--- src/rtl/ref_seq_reader_if.sv ---
// rtl/ref_seq_reader_if.sv - request, block-stream and DRAM read signals of the reference reader
interface ref_seq_reader_if #(
    parameter int REF_LENGTH = 128
);
    logic [24:0]             ref_addr_in;
    logic [24:0]             ref_length_in;
    logic                    ref_info_valid_in;
    logic [2*REF_LENGTH-1:0] ref_seq_block_out;
    logic                    ref_seq_block_valid_out;
    logic                    ref_seq_block_rdy_in;
    logic [24:0]             dram_rd_addr_out;
    logic                    dram_rd_req_out;
    logic                    dram_rd_ack_in;
    logic [2*REF_LENGTH-1:0] dram_rd_data_in;
    logic                    dram_rd_data_valid_in;
    logic                    busy_out;
    logic                    req_overflow_out;

    // The reader masters the DRAM read port and the block stream.
    modport master (
        input  ref_addr_in, ref_length_in, ref_info_valid_in, ref_seq_block_rdy_in,
               dram_rd_ack_in, dram_rd_data_in, dram_rd_data_valid_in,
        output ref_seq_block_out, ref_seq_block_valid_out, dram_rd_addr_out,
               dram_rd_req_out, busy_out, req_overflow_out
    );

    modport slave (
        output ref_addr_in, ref_length_in, ref_info_valid_in, ref_seq_block_rdy_in,
               dram_rd_ack_in, dram_rd_data_in, dram_rd_data_valid_in,
        input  ref_seq_block_out, ref_seq_block_valid_out, dram_rd_addr_out,
               dram_rd_req_out, busy_out, req_overflow_out
    );
endinterface

--- src/rtl/ref_seq_reader.sv ---
// rtl/ref_seq_reader.sv - sequential DRAM reference reader with credit-limited return FIFO
module ref_seq_reader #(
    parameter int REF_LENGTH  = 128,
    parameter int FIFO_DEPTH  = 8,
    parameter int ADDR_STRIDE = 1
) (
    input  logic             clk,
    input  logic             rst,
    ref_seq_reader_if.master bus
);
    localparam int              BW        = 2 * REF_LENGTH;
    localparam int              PW        = $clog2(FIFO_DEPTH);
    localparam int              CW        = PW + 1;
    localparam logic [24:0]     STRIDE    = 25'(ADDR_STRIDE);
    localparam logic [CW:0]     DEPTH_LIM = (CW + 1)'(FIFO_DEPTH);
    localparam logic [CW-1:0]   ONE_C     = CW'(1);
    localparam logic [PW-1:0]   ONE_P     = PW'(1);

    typedef enum logic [1:0] {IDLE, ISSUE, DRAIN} state_t;

    state_t          state_q, state_d;
    logic [24:0]     addr_q, addr_d;
    logic [24:0]     len_q, len_d;
    logic [24:0]     issued_q, issued_d;
    logic [24:0]     delivered_q, delivered_d;
    logic [24:0]     pend_addr_q, pend_addr_d;
    logic [24:0]     pend_len_q, pend_len_d;
    logic            pend_valid_q, pend_valid_d;
    logic            overflow_q, overflow_d;
    logic            zero_q, zero_d;
    logic [CW-1:0]   outstanding_q, outstanding_d;
    logic [CW-1:0]   count_q, count_d;
    logic [PW-1:0]   wr_ptr_q, wr_ptr_d;
    logic [PW-1:0]   rd_ptr_q, rd_ptr_d;
    logic [BW-1:0]   mem_q [FIFO_DEPTH];

    logic            req;
    logic            ack_fire;
    logic            ret;
    logic            pop;
    logic            blk_valid;
    logic            launch_pend;
    logic            launch_new;
    logic [24:0]     launch_addr;
    logic [24:0]     launch_len;

    // Credit rule: only ask for a read while every in-flight word already has a FIFO slot.
    assign req       = (state_q == ISSUE) &&
                       (({1'b0, outstanding_q} + {1'b0, count_q}) < DEPTH_LIM);
    assign ack_fire  = req && bus.dram_rd_ack_in;
    // Returns with nothing outstanding belong to requests issued before a reset.
    assign ret       = bus.dram_rd_data_valid_in && (outstanding_q != '0);
    assign blk_valid = (count_q != '0);
    assign pop       = blk_valid && bus.ref_seq_block_rdy_in;

    always_comb begin
        state_d      = state_q;
        addr_d       = addr_q;
        len_d        = len_q;
        issued_d     = issued_q;
        delivered_d  = delivered_q;
        pend_valid_d = pend_valid_q;
        pend_addr_d  = pend_addr_q;
        pend_len_d   = pend_len_q;
        overflow_d   = overflow_q;
        zero_d       = 1'b0;

        launch_pend = (state_q == IDLE) && pend_valid_q;
        launch_new  = (state_q == IDLE) && !pend_valid_q && bus.ref_info_valid_in;
        launch_addr = launch_pend ? pend_addr_q : bus.ref_addr_in;
        launch_len  = launch_pend ? pend_len_q  : bus.ref_length_in;

        if (launch_pend || launch_new) begin
            addr_d      = launch_addr;
            len_d       = launch_len;
            issued_d    = '0;
            delivered_d = '0;
            if (launch_len == '0) begin
                zero_d = 1'b1;
            end else begin
                state_d = ISSUE;
            end
        end

        if (launch_pend) begin
            pend_valid_d = 1'b0;
        end

        // A strobe that is not launched directly goes to the slot, which frees up when it launches.
        if (bus.ref_info_valid_in && !launch_new) begin
            if (pend_valid_q && !launch_pend) begin
                overflow_d = 1'b1;
            end else begin
                pend_valid_d = 1'b1;
                pend_addr_d  = bus.ref_addr_in;
                pend_len_d   = bus.ref_length_in;
            end
        end

        if (pop) begin
            delivered_d = delivered_q + 25'd1;
        end

        case (state_q)
            ISSUE: begin
                if (ack_fire) begin
                    addr_d   = addr_q + STRIDE;
                    issued_d = issued_q + 25'd1;
                    if (issued_q == len_q - 25'd1) begin
                        state_d = DRAIN;
                    end
                end
            end
            DRAIN: begin
                if (delivered_d == len_q) begin
                    state_d = IDLE;
                end
            end
            default: begin
            end
        endcase
    end

    always_comb begin
        count_d       = count_q;
        outstanding_d = outstanding_q;
        wr_ptr_d      = wr_ptr_q;
        rd_ptr_d      = rd_ptr_q;

        if (ret) begin
            wr_ptr_d = wr_ptr_q + ONE_P;
        end
        if (pop) begin
            rd_ptr_d = rd_ptr_q + ONE_P;
        end

        if (ret && !pop) begin
            count_d = count_q + ONE_C;
        end else if (!ret && pop) begin
            count_d = count_q - ONE_C;
        end

        if (ack_fire && !ret) begin
            outstanding_d = outstanding_q + ONE_C;
        end else if (!ack_fire && ret) begin
            outstanding_d = outstanding_q - ONE_C;
        end
    end

    always_ff @(posedge clk or posedge rst) begin
        if (rst) begin
            state_q       <= IDLE;
            addr_q        <= '0;
            len_q         <= '0;
            issued_q      <= '0;
            delivered_q   <= '0;
            pend_valid_q  <= 1'b0;
            pend_addr_q   <= '0;
            pend_len_q    <= '0;
            overflow_q    <= 1'b0;
            zero_q        <= 1'b0;
            outstanding_q <= '0;
            count_q       <= '0;
            wr_ptr_q      <= '0;
            rd_ptr_q      <= '0;
        end else begin
            state_q       <= state_d;
            addr_q        <= addr_d;
            len_q         <= len_d;
            issued_q      <= issued_d;
            delivered_q   <= delivered_d;
            pend_valid_q  <= pend_valid_d;
            pend_addr_q   <= pend_addr_d;
            pend_len_q    <= pend_len_d;
            overflow_q    <= overflow_d;
            zero_q        <= zero_d;
            outstanding_q <= outstanding_d;
            count_q       <= count_d;
            wr_ptr_q      <= wr_ptr_d;
            rd_ptr_q      <= rd_ptr_d;
        end
    end

    // Storage needs no reset: the read side is masked by the occupancy count.
    always_ff @(posedge clk) begin
        if (ret) begin
            mem_q[wr_ptr_q] <= bus.dram_rd_data_in;
        end
    end

    assign bus.dram_rd_req_out         = req;
    assign bus.dram_rd_addr_out        = addr_q;
    assign bus.ref_seq_block_valid_out = blk_valid;
    assign bus.ref_seq_block_out       = blk_valid ? mem_q[rd_ptr_q] : '0;
    assign bus.busy_out                = (state_q != IDLE) || pend_valid_q || zero_q;
    assign bus.req_overflow_out        = overflow_q;
endmodule
--- src/flat_wrapper.sv ---
// flat-port wrapper written by rule: the top's interface ports become plain ports
module ref_seq_reader_flat 
#(
    parameter int REF_LENGTH  = 128,
    parameter int FIFO_DEPTH  = 8,
    parameter int ADDR_STRIDE = 1
)
  (clk, rst, bus_ref_addr_in, bus_ref_length_in, bus_ref_info_valid_in, bus_ref_seq_block_rdy_in, bus_dram_rd_ack_in, bus_dram_rd_data_in, bus_dram_rd_data_valid_in, bus_ref_seq_block_out, bus_ref_seq_block_valid_out, bus_dram_rd_addr_out, bus_dram_rd_req_out, bus_busy_out, bus_req_overflow_out);
  ref_seq_reader_if #(.REF_LENGTH(REF_LENGTH)) bus_i ();
  input  logic clk;
  input  logic rst;
  input wire logic [$bits(bus_i.ref_addr_in)-1:0] bus_ref_addr_in;
  input wire logic [$bits(bus_i.ref_length_in)-1:0] bus_ref_length_in;
  input wire logic [$bits(bus_i.ref_info_valid_in)-1:0] bus_ref_info_valid_in;
  input wire logic [$bits(bus_i.ref_seq_block_rdy_in)-1:0] bus_ref_seq_block_rdy_in;
  input wire logic [$bits(bus_i.dram_rd_ack_in)-1:0] bus_dram_rd_ack_in;
  input wire logic [$bits(bus_i.dram_rd_data_in)-1:0] bus_dram_rd_data_in;
  input wire logic [$bits(bus_i.dram_rd_data_valid_in)-1:0] bus_dram_rd_data_valid_in;
  output wire logic [$bits(bus_i.ref_seq_block_out)-1:0] bus_ref_seq_block_out;
  output wire logic [$bits(bus_i.ref_seq_block_valid_out)-1:0] bus_ref_seq_block_valid_out;
  output wire logic [$bits(bus_i.dram_rd_addr_out)-1:0] bus_dram_rd_addr_out;
  output wire logic [$bits(bus_i.dram_rd_req_out)-1:0] bus_dram_rd_req_out;
  output wire logic [$bits(bus_i.busy_out)-1:0] bus_busy_out;
  output wire logic [$bits(bus_i.req_overflow_out)-1:0] bus_req_overflow_out;
  assign bus_i.ref_addr_in = bus_ref_addr_in;
  assign bus_i.ref_length_in = bus_ref_length_in;
  assign bus_i.ref_info_valid_in = bus_ref_info_valid_in;
  assign bus_i.ref_seq_block_rdy_in = bus_ref_seq_block_rdy_in;
  assign bus_i.dram_rd_ack_in = bus_dram_rd_ack_in;
  assign bus_i.dram_rd_data_in = bus_dram_rd_data_in;
  assign bus_i.dram_rd_data_valid_in = bus_dram_rd_data_valid_in;
  assign bus_ref_seq_block_out = bus_i.ref_seq_block_out;
  assign bus_ref_seq_block_valid_out = bus_i.ref_seq_block_valid_out;
  assign bus_dram_rd_addr_out = bus_i.dram_rd_addr_out;
  assign bus_dram_rd_req_out = bus_i.dram_rd_req_out;
  assign bus_busy_out = bus_i.busy_out;
  assign bus_req_overflow_out = bus_i.req_overflow_out;
  ref_seq_reader #(.REF_LENGTH(REF_LENGTH), .FIFO_DEPTH(FIFO_DEPTH), .ADDR_STRIDE(ADDR_STRIDE)) u_core (.clk(clk), .rst(rst), .bus(bus_i));
endmodule
--- config.mk ---
export PLATFORM = sky130hd
export DESIGN_NAME = ref_seq_reader_flat
export DESIGN_NICKNAME = d
export VERILOG_FILES = /design/src/rtl/ref_seq_reader_if.sv /design/src/rtl/ref_seq_reader.sv /design/src/flat_wrapper.sv
export SDC_FILE = /design/constraint.sdc
export NUM_CORES = 2
export LEC_CHECK = 0
export BUFFER_PORTS_ARGS = -buffer_cell sky130_fd_sc_hd__buf_2
export CORE_MARGIN = 8
export CORE_UTILIZATION = 50
export DETAILED_ROUTE_END_ITERATION = 6
export PLACE_DENSITY = 0.7
export SLEW_MARGIN = 15
export SYNTH_ARGS = -nofsm -noshare
export SYNTH_HDL_FRONTEND = slang
export SYNTH_SLANG_ARGS = --single-unit
--- constraint.sdc ---
create_clock -name clk -period 23.1 [get_ports clk]
set_input_delay 2.31 -clock clk [delete_from_list [all_inputs] [get_ports clk]]
set_output_delay 2.31 -clock clk [all_outputs]
set_load 0.02 [all_outputs]
==> key figures <==
Outcome
  • Outcome: complete, no violations

CTS
  • Sink Count: approximately 2.2k
  • Post-CTS setup buffer count: 0
  • CTS tree: done
  • Gates resized, CTS repair: 0
  • TritonCTS Buffers: roughly 220
  • Cts hold-fix bufs: 0
  • Root Buffer: clkbuf_16
  • Worst skew pair latency: 0.84 ns
  • CTS Buffer Depth: 3
  • H-tree depth: 4
  • Clk slew on worst S/H paths: about 0.060 ns

Yosys
  • Synth Instances: about 4.4k
  • Largest area contributor in the netlist: edfxtp_1
  • Asr flop ratio synth: 0.0762
  • Syn avg cell area: between 15 and 20 um2
  • Yosys top cell area share: 0.702
  • Warnings from Yosys: 0
  • Mapped Nets: 4735
  • Register bit total from synthesis: between 2k and 2.5k
  • Synth area leaders: edfxtp_1 (70%), mux4_2 (13%), dfrtp_1 (4.8%)
  • Sequential area share after synthesis: 0.751
  • Prevailing post-synth register cell: edfxtp_1
  • EDFF count, synth: roughly 2k
  • Netlist cell types: 81
  • Mapped Area: roughly 90000 um2

Global routing
  • Vias in the first global route: about 46k
  • Initial antenna violation count: 94
  • Remaining Overflow, GRT: 0
  • Gr usage total: 0.214
  • First-pass GRT wire length: approximately 300 mm
  • Largest net degree at the start of global routing: roughly 170

Critical path
  • Critical Path Sink Type: output pin
  • Crit path launch type: flop
  • CP Class: reg2out
  • Critical Path Fanout Max: 47
  • Req. time, crit path: ~21 ns
  • Critical path arrival: roughly 6.2 ns

Timing
  • Fmax: roughly 120 MHz
  • Slew margin rel.: 0.0438
  • Final setup vio count: 0
  • Clk_skew: slightly above 0.03 ns
  • Max-slew violations: 0
  • Slew @ Worst Pin: about 1.4 ns
  • Fin. Hold Viols: 0
  • Setup TNS: 0 ns
  • Fin crit share: 0.369
  • Setup ws final: around 15 ns
  • Clock period minus worst slack: between 8 and 9 ns
  • RSZ-0062 raised after global routing: no

Route
  • Post-route antenna net violation count: 0
  • Total length of routed wires: 207 mm
  • DRC: 0
  • DRT Pass-1 Iters: 5
  • Vias per cell: 5.94
  • DR iter-0 viols: 3674
  • WL/cell: between 20 and 30 um
  • Total number of vias: between 40k and 50k

Placement
  • Routability congestion estimate: 0.835
  • Hpwl dp: 120 mm
  • Place WS: between 15 and 20 ns
  • Cell Area, Placed: roughly 93000 um2
  • Cells after DPL: around 7.1k
  • PortBufs: slightly below 600

Worst hold path
  • HP Class: reg2reg

Die
  • Io pins: between 500 and 600
  • Die area: 189000 um2
  • Core area: 174000 um2
  • Die W: approximately 430 um
  • Std cell rows: approximately 150
  • Initial Utilization: 0.503
  • Die height: ~430 um

Cells and area
  • Non-Filler Instances: about 7.6k
  • Commonest non-fill, non-tap cell in the layout: edfxtp_1
  • Area Overhead vs Synth: 14.5%
  • Fraction of layout instances using a drive strength above 1: 0.302
  • Final instance area: ~100000 um2
  • Most frequent cells in the layout: edfxtp_1 (2048), buf_2 (596), mux4_2 (512), nor2_1 (344), mux2i_1 (275)
  • Final #Nets: 5371
  • Area occupied by multi-input gates: about 21000 um2
  • Fill cells: approximately 13k
  • Register Area: 65700 um2

Power and ir drop
  • Static leakage: around 34 nW
  • Maximum VDD drop: between 0.1 and 0.15 mV
  • Power per cell area: between 100 and 150 nW/um2

Flow run
  • Number of max-cap violations: 0
[worst max-delay path, stage by stage (launching register included)]
cell and delay, ns:
dfrtp_4 1.07, buf_4 0.77, buf_4 0.67, buf_4 0.70, buf_4 0.79, mux4_2 0.60
mux2i_1 0.36, nor2_1 0.08, buf_2 0.21
[worst paths after layout]
kind	from	to	slack [ns]	cells after the start
hold / removal	u_core.bus.req_overflow_out	u_core.bus.req_overflow_out	0.50	1
max in group asynchronous	rst	u_core.pend_addr_q[23]	19.87	3
hold reg to reg	u_core.bus.req_overflow_out	u_core.bus.req_overflow_out	0.50	1
setup / recovery	u_core.rd_ptr_q[0]	bus_ref_seq_block_out[196]	14.57	8
setup reg to reg	u_core.count_q[0]	u_core.state_q[0]	18.08	11
min in group asynchronous	rst	u_core.delivered_q[16]	1.70	2
[flip-flops by register name, indices dropped and copies added (netlist names)]
register,cells
u_core.count_q,4
u_core.issued_q,25
u_core.bus.req_overflow_out,1
u_core.pend_len_q,25
u_core.zero_q,1
u_core.wr_ptr_q,3
u_core.outstanding_q,4
u_core.rd_ptr_q,3
u_core.delivered_q,25
u_core.pend_addr_q,25
u_core.mem_q,2048
u_core.state_q,2
u_core.bus.dram_rd_addr_out,25
u_core.pend_valid_q,1
u_core.len_q,25
[synth_stat cells (18+ instances only)]
library cell / instances
a21oi_1: 33
a31oi_1: 41
and3_1: 18
buf_1: 96
clkbuf_1: 145
dfrtp_1: 169
edfxtp_1: 2048
ha_1: 18
inv_1: 23
mux2_2: 57
mux2i_1: 275
mux4_2: 512
nand2_1: 158
nand3_1: 56
nand4_1: 24
nor2_1: 351
nor3_1: 28
nor4_1: 29
o21ai_0: 51
xnor2_1: 31
[logic make-up after synthesis]
group	Yosys count	share of synthesized area
DFF	2217	0.751
muxes	844	0.170
and+or+nand+nor	752	0.0396
buffers and inverters	276	0.0120
AOI/OAI and AO/OA	245	0.0192
xor gates and xnor gates	48	0.00480
adders and majority gates	21	0.00314
[power by group]
part / total [mW] / switching (mW) / internal (mW)
clock: 3.45 / 1.48 / 1.97
combinational: 4.62 / 2.83 / 1.79
sequential: 5.38 / 0.319 / 5.06
total: 13.5 / 4.62 / 8.83
[through the flow]
step	utilization	hold WS (ns)	total power [mW]
2_1_floorplan	-	0.468	8.72
3_3_place_gp	0.536	0.484	10.1
3_5_place_dp	0.536	0.489	10.1
4_1_cts	0.575	0.504	13.6
5_1_grt	0.576	0.514	14.0
6_report	0.576	0.504	13.5
[routing by layer]
| layer | up-vias | GRT usage | routed length [um] |
|---|---|---|---|
| met5 | - | 0 | 132 |
| met4 | 20 | 0.0834 | 8250 |
| met3 | 415 | 0.0376 | 11300 |
| met2 | 1497 | 0.365 | 105000 |
| met1 | 23736 | 0.277 | 82600 |
| li1 | 19302 | - | - |
[area by class of cell]
cell class | instances | area share
well taps | 2325 | 0.0290
clock buffers | 273 | 0.0567
inverters | 26 | 0.00102
diodes | 45 | 0.00112
flip-flops and latches | 2217 | 0.656
multi-input cells | 1910 | 0.208
repair buffers | 667 | 0.0365
clock inverters | 111 | 0.0122
(Power assumes the default switching activity.)
